## src/rtl/osc_cal_pkg.sv

```systemverilog
// Shared definitions for the ring-oscillator calibration sequencer:
// the FSM state encoding, default widths and the synchronizer depth.
package osc_cal_pkg;

    typedef enum logic [2:0] {
        ST_IDLE,
        ST_SETTLE,
        ST_MEASURE,
        ST_EVAL,
        ST_APPLY
    } cal_state_e;

    localparam int DEF_SEL_W  = 4;
    localparam int DEF_CNT_W  = 10;
    localparam int SYNC_DEPTH = 2;

endpackage

```

## src/rtl/osc_edge_counter.sv

```systemverilog
// Counts rising edges of the asynchronous oscillator output: a SYNC_DEPTH-flop
// synchronizer, one extra flop for edge detection, and a saturating counter.
module osc_edge_counter
    import osc_cal_pkg::*;
#(
    parameter int CNT_W = DEF_CNT_W
) (
    input  logic             clk,
    input  logic             srst,
    input  logic             i_osc,
    input  logic             i_clear,
    input  logic             i_cnt_en,
    output logic [CNT_W-1:0] o_count
);

    logic [SYNC_DEPTH:0] r_sync;
    logic [CNT_W-1:0]    r_count;
    logic                w_rise;

    always_ff @(posedge clk) begin
        if (srst) begin
            r_sync <= '0;
        end else begin
            r_sync <= {r_sync[SYNC_DEPTH-1:0], i_osc};
        end
    end

    // Last synchronized stage high while the detection flop is still low.
    assign w_rise = r_sync[SYNC_DEPTH-1] & ~r_sync[SYNC_DEPTH];

    always_ff @(posedge clk) begin
        if (srst || i_clear) begin
            r_count <= '0;
        end else if (i_cnt_en && w_rise && (r_count != {CNT_W{1'b1}})) begin
            r_count <= r_count + 1'b1;
        end
    end

    assign o_count = r_count;

endmodule

```

## src/rtl/ring_osc_cal_ctrl.sv

```systemverilog
// Ring-oscillator calibration: sweeps all select codes, keeps the one whose edge
// count is closest to the target, then applies it. CAL_EARLY_EXIT_EN stops on an exact hit.
module ring_osc_cal_ctrl
    import osc_cal_pkg::*;
#(
    parameter int SEL_W      = DEF_SEL_W,
    parameter int CNT_W      = DEF_CNT_W,
    parameter int SETTLE_CYC = 16,
    parameter int WINDOW_CYC = 1000
) (
    input  logic             fpga_clk_i,
    input  logic             reset_i,
    input  logic             start_i,
    input  logic [CNT_W-1:0] target_i,
    input  logic             osc_i,
    output logic             enable_o,
    output logic [SEL_W-1:0] freq_sel_o,
    output logic             busy_o,
    output logic             done_o,
    output logic [SEL_W-1:0] best_sel_o,
    output logic [CNT_W-1:0] best_count_o
);

    localparam int MAX_CYC = (SETTLE_CYC > WINDOW_CYC) ? SETTLE_CYC : WINDOW_CYC;
    localparam int TMR_W   = $clog2(MAX_CYC + 1);
    localparam logic [TMR_W-1:0] SETTLE_LAST = TMR_W'(SETTLE_CYC - 1);
    localparam logic [TMR_W-1:0] WINDOW_LAST = TMR_W'(WINDOW_CYC - 1);

    cal_state_e       r_state;
    cal_state_e       w_state_next;
    logic [TMR_W-1:0] r_timer;
    logic [SEL_W-1:0] r_sel;
    logic [CNT_W-1:0] r_target;
    logic             r_best_valid;
    logic [SEL_W-1:0] r_best_sel;
    logic [CNT_W-1:0] r_best_count;
    logic [CNT_W:0]   r_best_diff;
    logic             r_enable;
    logic [SEL_W-1:0] r_freq_sel;
    logic [SEL_W-1:0] r_best_sel_out;
    logic [CNT_W-1:0] r_best_count_out;

    logic [CNT_W-1:0] w_count;
    logic [CNT_W:0]   w_count_ext;
    logic [CNT_W:0]   w_target_ext;
    logic [CNT_W:0]   w_diff;
    logic             w_take;
    logic             w_last_code;
    logic             w_exit;
    logic             w_timer_done;
    logic [SEL_W-1:0] w_win_sel;
    logic [CNT_W-1:0] w_win_count;
    logic             w_cnt_clear;
    logic             w_cnt_en;

    assign w_cnt_clear = (r_state == ST_SETTLE);
    assign w_cnt_en    = (r_state == ST_MEASURE);

    osc_edge_counter #(
        .CNT_W (CNT_W)
    ) u_edge_counter (
        .clk      (fpga_clk_i),
        .srst     (reset_i),
        .i_osc    (osc_i),
        .i_clear  (w_cnt_clear),
        .i_cnt_en (w_cnt_en),
        .o_count  (w_count)
    );

    assign w_count_ext  = {1'b0, w_count};
    assign w_target_ext = {1'b0, r_target};
    assign w_diff       = (w_count_ext >= w_target_ext) ? (w_count_ext - w_target_ext)
                                                        : (w_target_ext - w_count_ext);
    // Strict compare: on a tie the earlier (lower) code is kept.
    assign w_take       = !r_best_valid || (w_diff < r_best_diff);
    assign w_last_code  = (r_sel == {SEL_W{1'b1}});
    assign w_win_sel    = w_take ? r_sel   : r_best_sel;
    assign w_win_count  = w_take ? w_count : r_best_count;

`ifdef CAL_EARLY_EXIT_EN
    assign w_exit = w_last_code || (w_diff == '0);
`else
    assign w_exit = w_last_code;
`endif

    assign w_timer_done = ((r_state == ST_SETTLE)  && (r_timer == SETTLE_LAST)) ||
                          ((r_state == ST_MEASURE) && (r_timer == WINDOW_LAST));

    always_ff @(posedge fpga_clk_i) begin
        if (reset_i) begin
            r_state <= ST_IDLE;
        end else begin
            r_state <= w_state_next;
        end
    end

    always_comb begin
        w_state_next = r_state;
        case (r_state)
            ST_IDLE:    if (start_i)      w_state_next = ST_SETTLE;
            ST_SETTLE:  if (w_timer_done) w_state_next = ST_MEASURE;
            ST_MEASURE: if (w_timer_done) w_state_next = ST_EVAL;
            ST_EVAL:    w_state_next = w_exit ? ST_APPLY : ST_SETTLE;
            ST_APPLY:   w_state_next = ST_IDLE;
            default:    w_state_next = ST_IDLE;
        endcase
    end

    always_ff @(posedge fpga_clk_i) begin
        if (reset_i) begin
            r_timer          <= '0;
            r_sel            <= '0;
            r_target         <= '0;
            r_best_valid     <= 1'b0;
            r_best_sel       <= '0;
            r_best_count     <= '0;
            r_best_diff      <= '0;
            r_enable         <= 1'b0;
            r_freq_sel       <= '0;
            r_best_sel_out   <= '0;
            r_best_count_out <= '0;
        end else begin
            if (((r_state == ST_SETTLE) || (r_state == ST_MEASURE)) && !w_timer_done) begin
                r_timer <= r_timer + 1'b1;
            end else begin
                r_timer <= '0;
            end

            case (r_state)
                ST_IDLE: begin
                    if (start_i) begin
                        r_target     <= target_i;
                        r_sel        <= '0;
                        r_freq_sel   <= '0;
                        r_enable     <= 1'b1;
                        r_best_valid <= 1'b0;
                    end
                end
                ST_EVAL: begin
                    if (w_take) begin
                        r_best_valid <= 1'b1;
                        r_best_sel   <= r_sel;
                        r_best_count <= w_count;
                        r_best_diff  <= w_diff;
                    end
                    // Published results change only when entering APPLY.
                    if (w_exit) begin
                        r_freq_sel       <= w_win_sel;
                        r_best_sel_out   <= w_win_sel;
                        r_best_count_out <= w_win_count;
                    end else begin
                        r_sel      <= r_sel + 1'b1;
                        r_freq_sel <= r_sel + 1'b1;
                    end
                end
                default: begin
                end
            endcase
        end
    end

    assign enable_o     = r_enable;
    assign freq_sel_o   = r_freq_sel;
    assign busy_o       = (r_state != ST_IDLE);
    assign done_o       = (r_state == ST_APPLY);
    assign best_sel_o   = r_best_sel_out;
    assign best_count_o = r_best_count_out;

endmodule

```

## config.mk

```make
export PLATFORM = sky130hd
export DESIGN_NAME = ring_osc_cal_ctrl
export DESIGN_NICKNAME = d
export VERILOG_FILES = /design/src/rtl/osc_cal_pkg.sv /design/src/rtl/osc_edge_counter.sv /design/src/rtl/ring_osc_cal_ctrl.sv
export SDC_FILE = /design/constraint.sdc
export NUM_CORES = 1
export LEC_CHECK = 0
export ABC_AREA = 1
export CAP_MARGIN = 20
export CORE_MARGIN = 1
export CORE_UTILIZATION = 64
export DETAILED_ROUTE_END_ITERATION = 16
export PLACE_DENSITY = 0.91
export SLEW_MARGIN = 10
export SYNTH_ARGS = -nofsm -noshare
export SYNTH_HDL_FRONTEND = slang
export SYNTH_SLANG_ARGS = --single-unit
```

## constraint.sdc

```tcl
create_clock -name fpga_clk_i -period 5.6 [get_ports fpga_clk_i]
set_input_delay 0.84 -clock fpga_clk_i [delete_from_list [all_inputs] [get_ports fpga_clk_i]]
set_output_delay 0.84 -clock fpga_clk_i [all_outputs]
set_load 0.005 [all_outputs]
```

## Word-level counts from Yosys, hierarchy flattened

Index checks and enable logic that the tools add are counted.

- Flip-flop bits (word level): 85
- Word-level logic and storage cells: 75

- Add/sub/neg operators: 5
- Order comparisons: 2
- Eq/ne operators: 13
- Mux-type cells: 16
- Bitwise gates (word level): 3
- Reductions and logical operators: 22

Operator list:

| kind | number |
|---|---|
| 10-bit by 10-bit subtractor with 11-bit output | 2 |
| 10-bit by 1-bit adder with 10-bit output (second input constant) | 2 |
| 4-bit 2-to-1 mux | 4 |
| 4-bit one-hot mux with 2 select lines | 2 |
| 3-bit 2-to-1 mux | 4 |
| 3-bit one-hot mux with 4 select lines | 1 |
| 11-bit < comparator | 1 |
| 11-bit 2-to-1 mux | 1 |
| 10-bit == test (second input constant) | 1 |
| 10-bit by 4-bit == test with 1-bit output (second input constant) | 1 |
| 10-bit >= comparator | 1 |
| 10-bit 2-to-1 mux | 1 |
| 10-bit != test (second input constant) | 1 |
| 2-bit != test (second input constant) | 5 |
| 3-bit AND reduction | 3 |
| 2-bit AND reduction | 4 |
| 3-bit by 2-bit == test with 1-bit output (second input constant) | 2 |
| 1-bit logical AND | 5 |
| 4-bit by 1-bit adder with 4-bit output (second input constant) | 1 |
| 4-bit == test (second input constant) | 1 |
| 1-bit logical OR | 4 |
| 3-bit by 1-bit == test with 1-bit output (second input constant) | 1 |
| 3-bit == test (second input constant) | 1 |
| 3-bit zero test | 1 |
| 8 further kinds | 11 |

## Depth between registers and ports, before layout

Gate-level depths: netlist (run 1).

- Depth in word-level cells: 7
- Gate-level depth with buffers: 27
- Depth with buffers taken out: 26

## Cells and area by module

From an unflattened synthesis (run 1), not the netlist that was laid out.

- Cells, all modules: 807
- Area total of the unflattened synthesis: 5333.9 sq um

By module, submodules not included:

| module | times used | cells each | area each (sq um) | sequential area each (sq um) |
|---|---|---|---|---|
| ring_osc_cal_ctrl | 1 | 694 | 4588.2 | 1441.4 |
| osc_edge_counter | 1 | 113 | 745.7 | 260.2 |

## Worst setup path before layout (run 1)

Ideal clock, no wire load.

- Kind: register to register
- From: register r_target[6]
- To: register r_best_count[7]
- Library setup time: 0.128 ns
- Data arrival time: 2.770 ns
- Required time: 5.472 ns
- Setup slack: 2.702 ns
- Cell stages (with the launch flop): 20
- Buffers on the path: 1
- Period minus slack after synthesis: 2.898 ns
- Cell sequence: dfxtp_1 inv_1 ha_1 nand2_2 inv_2 a21oi_4 nand2_4 a21oi_4 nand2_1 nand2_1 inv_1 ha_1 a21o_1 nor2_1 nand3_2 nand2_4 nand2_4 buf_4 o21ai_0 nor2_1

- Word-level cells in the longest chain between the ends: 5
- Elaborated cells between the ends (all ways): 7

RTL lines:

| item | line | text |
|---|---|---|
| start, declared | ring_osc_cal_ctrl.sv:33 | `logic [CNT_W-1:0] r_target;` |
| start signal, assigned | ring_osc_cal_ctrl.sv:132 | `r_target <= target_i;` |
| 10-bit by 10-bit subtractor with 11-bit output (tied with other cells) | ring_osc_cal_ctrl.sv:73 | `: (w_target_ext - w_count_ext);` |
| 11-bit 2-to-1 mux * | ring_osc_cal_ctrl.sv:72 | `assign w_diff = (w_count_ext >= w_target_ext) ? (w_count_ext - w_target_ext)` |
| named net w_diff[10] | ring_osc_cal_ctrl.sv:46 | `logic [CNT_W:0] w_diff;` |
| 11-bit < comparator * | ring_osc_cal_ctrl.sv:75 | `assign w_take = !r_best_valid \|\| (w_diff < r_best_diff);` |
| 1-bit logical OR * | ring_osc_cal_ctrl.sv:75 |  |
| 10-bit 2-to-1 mux * | n/a |  |
| end signal, assigned | ring_osc_cal_ctrl.sv:143 | `r_best_count <= w_count;` |
| end, declared | ring_osc_cal_ctrl.sv:36 | `logic [CNT_W-1:0] r_best_count;` |

The timed path passes the listed nets; every way through them passes the cells marked *.
A chain may end at the register's enable or synchronous reset.

## Final worst setup path (run 1)

- From: register u_edge_counter.r_count[2], in the netlist u_edge_counter.o_count[2]
- To: register r_best_diff[0]

- Word-level cells in the longest chain between the ends: 5
- Elaborated cells between the ends (all ways): 7

RTL lines:

| item | line | text |
|---|---|---|
| start, declared | osc_edge_counter.sv:17 | `logic [CNT_W-1:0] r_count;` |
| start signal, assigned | osc_edge_counter.sv:35 | `r_count <= r_count + 1'b1;` |
| 10-bit by 10-bit subtractor with 11-bit output (tied with other cells) | ring_osc_cal_ctrl.sv:73 |  |
| 11-bit 2-to-1 mux * | ring_osc_cal_ctrl.sv:72 |  |
| named net w_diff[10] | ring_osc_cal_ctrl.sv:46 |  |
| 11-bit < comparator * | ring_osc_cal_ctrl.sv:75 |  |
| 1-bit logical OR * | ring_osc_cal_ctrl.sv:75 |  |
| 2-bit AND reduction (no source line) * | n/a |  |
| end signal, assigned | ring_osc_cal_ctrl.sv:144 | `r_best_diff <= w_diff;` |
| end, declared | ring_osc_cal_ctrl.sv:37 | `logic [CNT_W:0] r_best_diff;` |

Marked as above.

==> results.ini, run 1 <==
[synth]
syn-cell-area_mm2 = 0.005174
synth_cell_types = 36
syn-num-nets = 824
syn_inst = 775
syn_avg_cell_area_um2 = 6.676
synth_seq_area_share = 0.3289
ys.flop_type = dfxtp_1
synth_edf_count = 0
yosys_register_bits = 85
netlist.area_leader.share = 0.3289
ys_top_cells_by_area = dfxtp_1 33%, nand2_1 16%, inv_1 9.1%
yosysWarningCount = 0
synth_area_leader_cell = dfxtp_1
async_flop_share = 0

[cts]
cts_buffers = 9
cts_setup_buffers = 0
hold_buffers = 0
cts_resized = 0
cts.sinks = 85
clkLatencyLatePin_ns = 0.36
cts_max_level = 3
clockRootBuffer = clkbuf_8
clk_pin_slew_worst_paths_ns = 0.10
cts_tree = done
clockBufferDepth = 2

[global_route]
grt-ovfl-total = 0
grt_pass1_vias = 4770
grt.total_usage = 0.3229
grt_pass1_wl_mm = 21.63
antenna_found_initial = 0
grt_start_max_net_pins = 42

[critical_path]
crit_slowest_cell = dfxtp_1
endpoint_kind = flop
critPathBufInv = 2
crit_chain = ha_1 -> nand2_1 -> nand3_2 -> nand2_2 -> nand2_4 -> a21oi_4 -> nand2_1 -> nand2_1 -> inv_1 -> ha_1 -> a21o_1 -> nor2_1 -> nand3_2 -> nand2_4 -> nand2_4 -> inv_1 -> nand2_1 -> nand2_1 -> nor2_1
worst-setup-path-type = reg2reg
critPathTopFamily = simple AND/OR/NAND/NOR gates
cp_max_fo = 41
critPathLaunchType = flop
cpMostUsedCell = nand2_1
arrival_ns = 4.30
critPathMaxStageDelay_ns = 0.55
cp.required_ns = 5.87

[timing]
slew_headroom = 0.3771
finClkSkew_ns = 0.01606
fmax_ghz = 0.2478
whs_ns = 0.4276
hold_viol_final = 0
final-setup-viol-count = 0
rsz0062_at_grt = no
fin_crit_sh = 0.7206
finalCriticalPeriod_ns = 4.036
finalSetupTns_ns = 0
tightest_slew_ns = 0.9333
slew_violations = 0

[floorplan]
die_h_um = 91.91
num_io_pins = 35
initial_core_util = 0.6661
dieArea_mm2 = 0.008447
core_mm2 = 0.007767
die_width_um = 91.91
num_rows = 32

[power_and_ir_drop]
swShare = 0.3282
clkPwrFrac = 0.328
intPower_mw = 1.013
seq_power_share = 0.416
power.density_mw_per_mm2 = 262.2
p_switching_mw = 0.4950
ir_drop_mv = 0.2079
power_leakage_nw = 2.764
combPwrFrac = 0.256

[flow_run]
drv_cap = 0

[detailed_routing]
drcViolationCount = 0
ant_nets = 0
wl_mm = 12.81
first_pass_iters = 5
vias_per_cell = 5.400
drt-wirelength-per-cell_um = 14.10
dr.first_iter.drc_count = 313
vias = 4903

[final_layout]
final_area_mm2 = 0.005752
layout_common_cells = 227 x nand2_1, 126 x inv_1, 85 x dfxtp_1
nets = 850
antenna_cells = 0
layout_commonest_cell = nand2_1
area_growth_pct = 11.17
final_util = 0.7405
drive_gt1_frac = 0.06452

[worst_hold_path]
hold_path_class = reg2reg

[placed_design]
post-dp-hpwl_mm = 9.461
portBuffers = 34
gp_congestion = 1.022
placed_cell_area_mm2 = 0.005525

[outcome]
status = complete, no violations

==> synth_stat cells (7+ instances only) <==
library cell	n
nand2_1	227
inv_1	126
dfxtp_1	85
nor2_1	67
a21oi_1	54
nand3_1	46
ha_1	33
o21ai_0	25
xor2_1	19
nand4_1	11
nand2_2	8
nor3_1	8
o21ai_1	8
clkbuf_1	7
==> worst register-to-register path: stages, from the launching register on <==
cell,delay (ns)
dfxtp_1,0.55
ha_1,0.42
nand2_1,0.16
nand3_2,0.13
nand2_2,0.12
nand2_4,0.07
a21oi_4,0.26
nand2_1,0.10
nand2_1,0.14
inv_1,0.06
ha_1,0.28
a21o_1,0.19
nor2_1,0.16
nand3_2,0.16
nand2_4,0.21
nand2_4,0.29
inv_1,0.44
nand2_1,0.09
nand2_1,0.07
nor2_1,0.05
==> stage by stage <==
stage	power [mW]	setup slack [ns]	instances
after global placement	1.002	1.811	892
final	1.508	1.564	908
after CTS	1.509	1.622	908
after detailed placement	1.020	1.630	892
after global routing	1.598	1.292	908
after floorplan	0.9193	2.702	775
==> cell type report <==
type	count	area [um2]
Sequential cell	85	1702
Fill cell	640	2016
Tap cell	102	127.6
Inverter	129	484.2
Clock inverter	7	102.6
Timing Repair Buffer	35	347.8
Clock buffer	9	123.9
Multi-Input combinational cell	541	2864
==> cell families (layout without fill, tap and decap cells) <==
kind of cell             count (synthesis)  in the layout  synth area share
adder cells (fa/ha/maj)                 35             35           0.08755
buffers and inverters                  149            180            0.1175
AND/OR/NAND/NOR                        386            386            0.3245
XOR/XNOR                                21             21           0.03555
flip-flops                              85             85            0.3289
AO/OA/AOI/OAI                           99             99            0.1059
==> power groups by stage <==
stage | clock [mW] | combinational (mW) | sequential [mW]
after floorplan | 0 | 0.279 | 0.640
after global placement | 0 | 0.361 | 0.641
after detailed placement | 0 | 0.379 | 0.641
after CTS | 0.500 | 0.382 | 0.627
after global routing | 0.529 | 0.439 | 0.629
final | 0.495 | 0.386 | 0.627
==> final timing paths <==
check                                               from                             endpoint  slack, ns  cells past startpoint
setup / recovery  u_edge_counter.o_count[2]$_SDFFE_PP0P_          r_best_diff[0]$_SDFFE_PP0P_       1.56                     19
hold / removal       u_edge_counter.r_sync[0]$_SDFF_PP0_  u_edge_counter.r_sync[1]$_SDFF_PP0_       0.43                      2
setup reg to reg  u_edge_counter.o_count[2]$_SDFFE_PP0P_          r_best_diff[0]$_SDFFE_PP0P_       1.56                     19
hold reg to reg      u_edge_counter.r_sync[0]$_SDFF_PP0_  u_edge_counter.r_sync[1]$_SDFF_PP0_       0.43                      2
==> registers in the layout, indices dropped and copies added (netlist names) <==
name and cells:
r_timer 10, r_best_diff 11, r_state 3, r_best_valid 1, best_sel_o 4, freq_sel_o 4, r_sel 4, u_edge_counter.r_sync 3
best_count_o 10, enable_o 1, r_best_count 10, r_target 10, u_edge_counter.o_count 10, r_best_sel 4
==> per-layer routing <==
metal	global-route usage	up-vias	share of wire
li1	-	2457	-
met1	0.3883	2280	0.43
met2	0.5746	142	0.50
met3	0.05556	24	0.046
met4	0.1172	0	0.021
met5	0	-	0
(Power assumes the default switching activity.)
==> inputs of run 2 (changes only) <==
CORE_UTILIZATION = 60   (was 64)
PLACE_DENSITY = 0.86   (was 0.91)
clock period = 3.9 ns   (was 5.6 ns; I/O delays follow)
==> run 2 against run 1 <==
Net effect:
- power grew 36%
- worst setup slack lost 1.3 ns
- critical path depth grew 3
- sequential power grew 44%
- critical path type unchanged
- cell count grew 1.7%
- utilization shrank 4.0 points
- die area grew 6.5%
- wire length shrank 2.4%
==> results.ini, run 2 (same netlist as run 1, synthesis figures left out) <==
[detailed_routing]
ant_nets = 0  ; unchanged
dr.first_iter.drc_count = 260  ; -17%
drt-wirelength-per-cell_um = 13.54  ; -4.0%
vias = 4902  ; -0.020%
vias_per_cell = 5.311  ; -1.6%
drcViolationCount = 0  ; unchanged
first_pass_iters = 7  ; +2
wl_mm = 12.50  ; -2.4%

[global_route]
grt-ovfl-total = 0  ; unchanged
use_met1 = 0.3591  ; -0.02916
grt_util_met3 = 0.04509  ; -0.01047
grt_pass1_wl_mm = 21.05  ; -2.7%
grt.total_usage = 0.2982  ; -0.02467
grt_start_max_net_pins = 39  ; -7.1%
use_met2 = 0.5288  ; -0.04585
grt_pass1_vias = 4764  ; -0.13%
busiest_layer = met2
antenna_found_initial = 0  ; unchanged

[timing]
finalSetupTns_ns = 0  ; unchanged
fin_crit_sh = 0.9214  ; +0.2008
hold_viol_final = 0  ; unchanged
tightest_slew_ns = 0.5434  ; -0.3899 ns
finalCriticalPeriod_ns = 3.593  ; -0.4421 ns
rsz0062_at_grt = no
finClkSkew_ns = 0.02058  ; +0.004511 ns
fmax_ghz = 0.2783  ; +12%
setup_slack_ns = 0.3065  ; -1.258 ns
slew_violations = 0  ; unchanged
whs_ns = 0.4106  ; -0.01699 ns
final-setup-viol-count = 0  ; unchanged
slew_headroom = 0.6368  ; +0.2597

[power_and_ir_drop]
intPower_mw = 1.344  ; +33%
power_leakage_nw = 2.791  ; +0.98%
swShare = 0.3455  ; +0.01736
clkPwrFrac = 0.297  ; -0.031
ir_drop_mv = 0.2302  ; +11%
combPwrFrac = 0.264  ; +0.008
p_switching_mw = 0.7096  ; +43%
seq_power_share = 0.439  ; +0.023
power.density_mw_per_mm2 = 353.2  ; +35%
total_power_mw = 2.054  ; +36%

[placed_design]
post-dp-hpwl_mm = 9.375  ; -0.90%
placed_cell_area_mm2 = 0.005589  ; +1.2%
gp_congestion = 0.9684  ; -5.2%
pre_cts_ws_ns = 0.2501  ; -1.379 ns
portBuffers = 34  ; unchanged
dp.cells = 903  ; +1.2%

[cts]
cts_tree = done
clockRootBuffer = clkbuf_8
clk_pin_slew_worst_paths_ns = 0.10  ; about the same
cts_max_level = 3  ; unchanged
clkLatencyLatePin_ns = 0.36  ; about the same
clockBufferDepth = 2  ; unchanged
cts_buffers = 9  ; unchanged
cts.sinks = 85  ; unchanged

[critical_path]
critPathBufInv = 5  ; +3
critPathTopFamily = simple AND/OR/NAND/NOR gates
worst-setup-path-type = reg2reg
critPathMaxStageDelay_ns = 0.41  ; -0.14 ns
cp.required_ns = 4.20  ; -1.67 ns
cpMostUsedCell = nand2_1
cp_max_fo = 16  ; -61%
arrival_ns = 3.90  ; -0.40 ns
crit_slowest_cell = ha_1
endpoint_kind = flop
crit_chain = inv_1 -> ha_1 -> nand2_1 -> nand2_1 -> a21oi_2 -> nand2_1 -> a21oi_4 -> nand2_1 -> nand2_1 -> inv_1 -> ha_1 -> nand2_1 -> inv_1 -> nand2_1 -> nor2_1 -> nand2_1 -> nand3_2 -> nand2_4 -> nand2_4 -> clkinvlp_4 -> buf_4 -> a21oi_2
critPathLaunchType = flop

[final_layout]
layout_common_cells = 227 x nand2_1, 125 x inv_1, 84 x dfxtp_1
largest_register_ffs = 11  ; unchanged
antenna_cells = 0  ; unchanged
fin_cells = 923  ; +1.7%
drive_gt1_frac = 0.08068  ; +0.01617
final_area_mm2 = 0.005814  ; +1.1%
final_util = 0.7006  ; -0.03991
nets = 862  ; +1.4%
area_growth_pct = 12.38
regMostFlops = r_best_diff
layout_commonest_cell = nand2_1

[floorplan]
die_h_um = 94.86  ; +3.2%
die_width_um = 94.86  ; +3.2%
core_mm2 = 0.008299  ; +6.8%
dieArea_mm2 = 0.008998  ; +6.5%
num_rows = 33  ; +3.1%
num_io_pins = 35  ; unchanged
initial_core_util = 0.6234  ; -0.04268

[outcome]
status = complete, no violations

[worst_hold_path]
hold_path_class = reg2reg

[flow_run]
drv_cap = 0  ; unchanged

## run 2: layer usage
metal	wire (um)	share of wire	vias up
met3	743	0.059	24
met5	0	0	-
met2	6022	0.48	166
met4	320	0.026	0
met1	5416	0.43	2230
li1	-	-	2482
## run 2: worst paths after layout
check,from,end,slack (ns),cells after the start
min,u_edge_counter.r_sync[0]$_SDFF_PP0_,u_edge_counter.r_sync[1]$_SDFF_PP0_,0.41,2
min reg2reg,u_edge_counter.r_sync[0]$_SDFF_PP0_,u_edge_counter.r_sync[1]$_SDFF_PP0_,0.41,2
max reg2reg,r_target[8]$_SDFFE_PP0P_,r_best_diff[10]$_SDFFE_PP0P_,0.31,22
max,r_target[8]$_SDFFE_PP0P_,r_best_diff[10]$_SDFFE_PP0P_,0.31,22
## run 2: power groups by stage
stage	clock network, mW	registers [mW]	logic, mW
6_report	0.611	0.901	0.542
5_1_grt	0.654	0.903	0.615
4_1_cts	0.614	0.901	0.537
3_5_place_dp	0	0.921	0.534
3_3_place_gp	0	0.920	0.522
2_1_floorplan	0	0.919	0.401
## run 2: cell type report
class                           count  area, um2
Multi-Input combinational cell    541       2864
Fill cell                         716       2485
Sequential cell                    85       1703
Inverter                          129      488.0
Timing Repair Buffer               47      437.9
Clock buffer                       10      137.6
Tap cell                          105      131.4
Clock inverter                      6      52.55
## run 2: tightest hold or removal path, cell delays in order (launching register included)
cell	delay, ns
dfxtp_1	0.31
inv_1	0.04
nor2_1	0.03
## run 2: timing repair
| action | 4_1_cts | 5_1_grt |
|---|---|---|
| endpoints found under the setup margin | 0 | 9 |
| setup buffers | 0 | 4 |
| resized for setup | 0 | 2 |
| hold buffers | 0 | 0 |
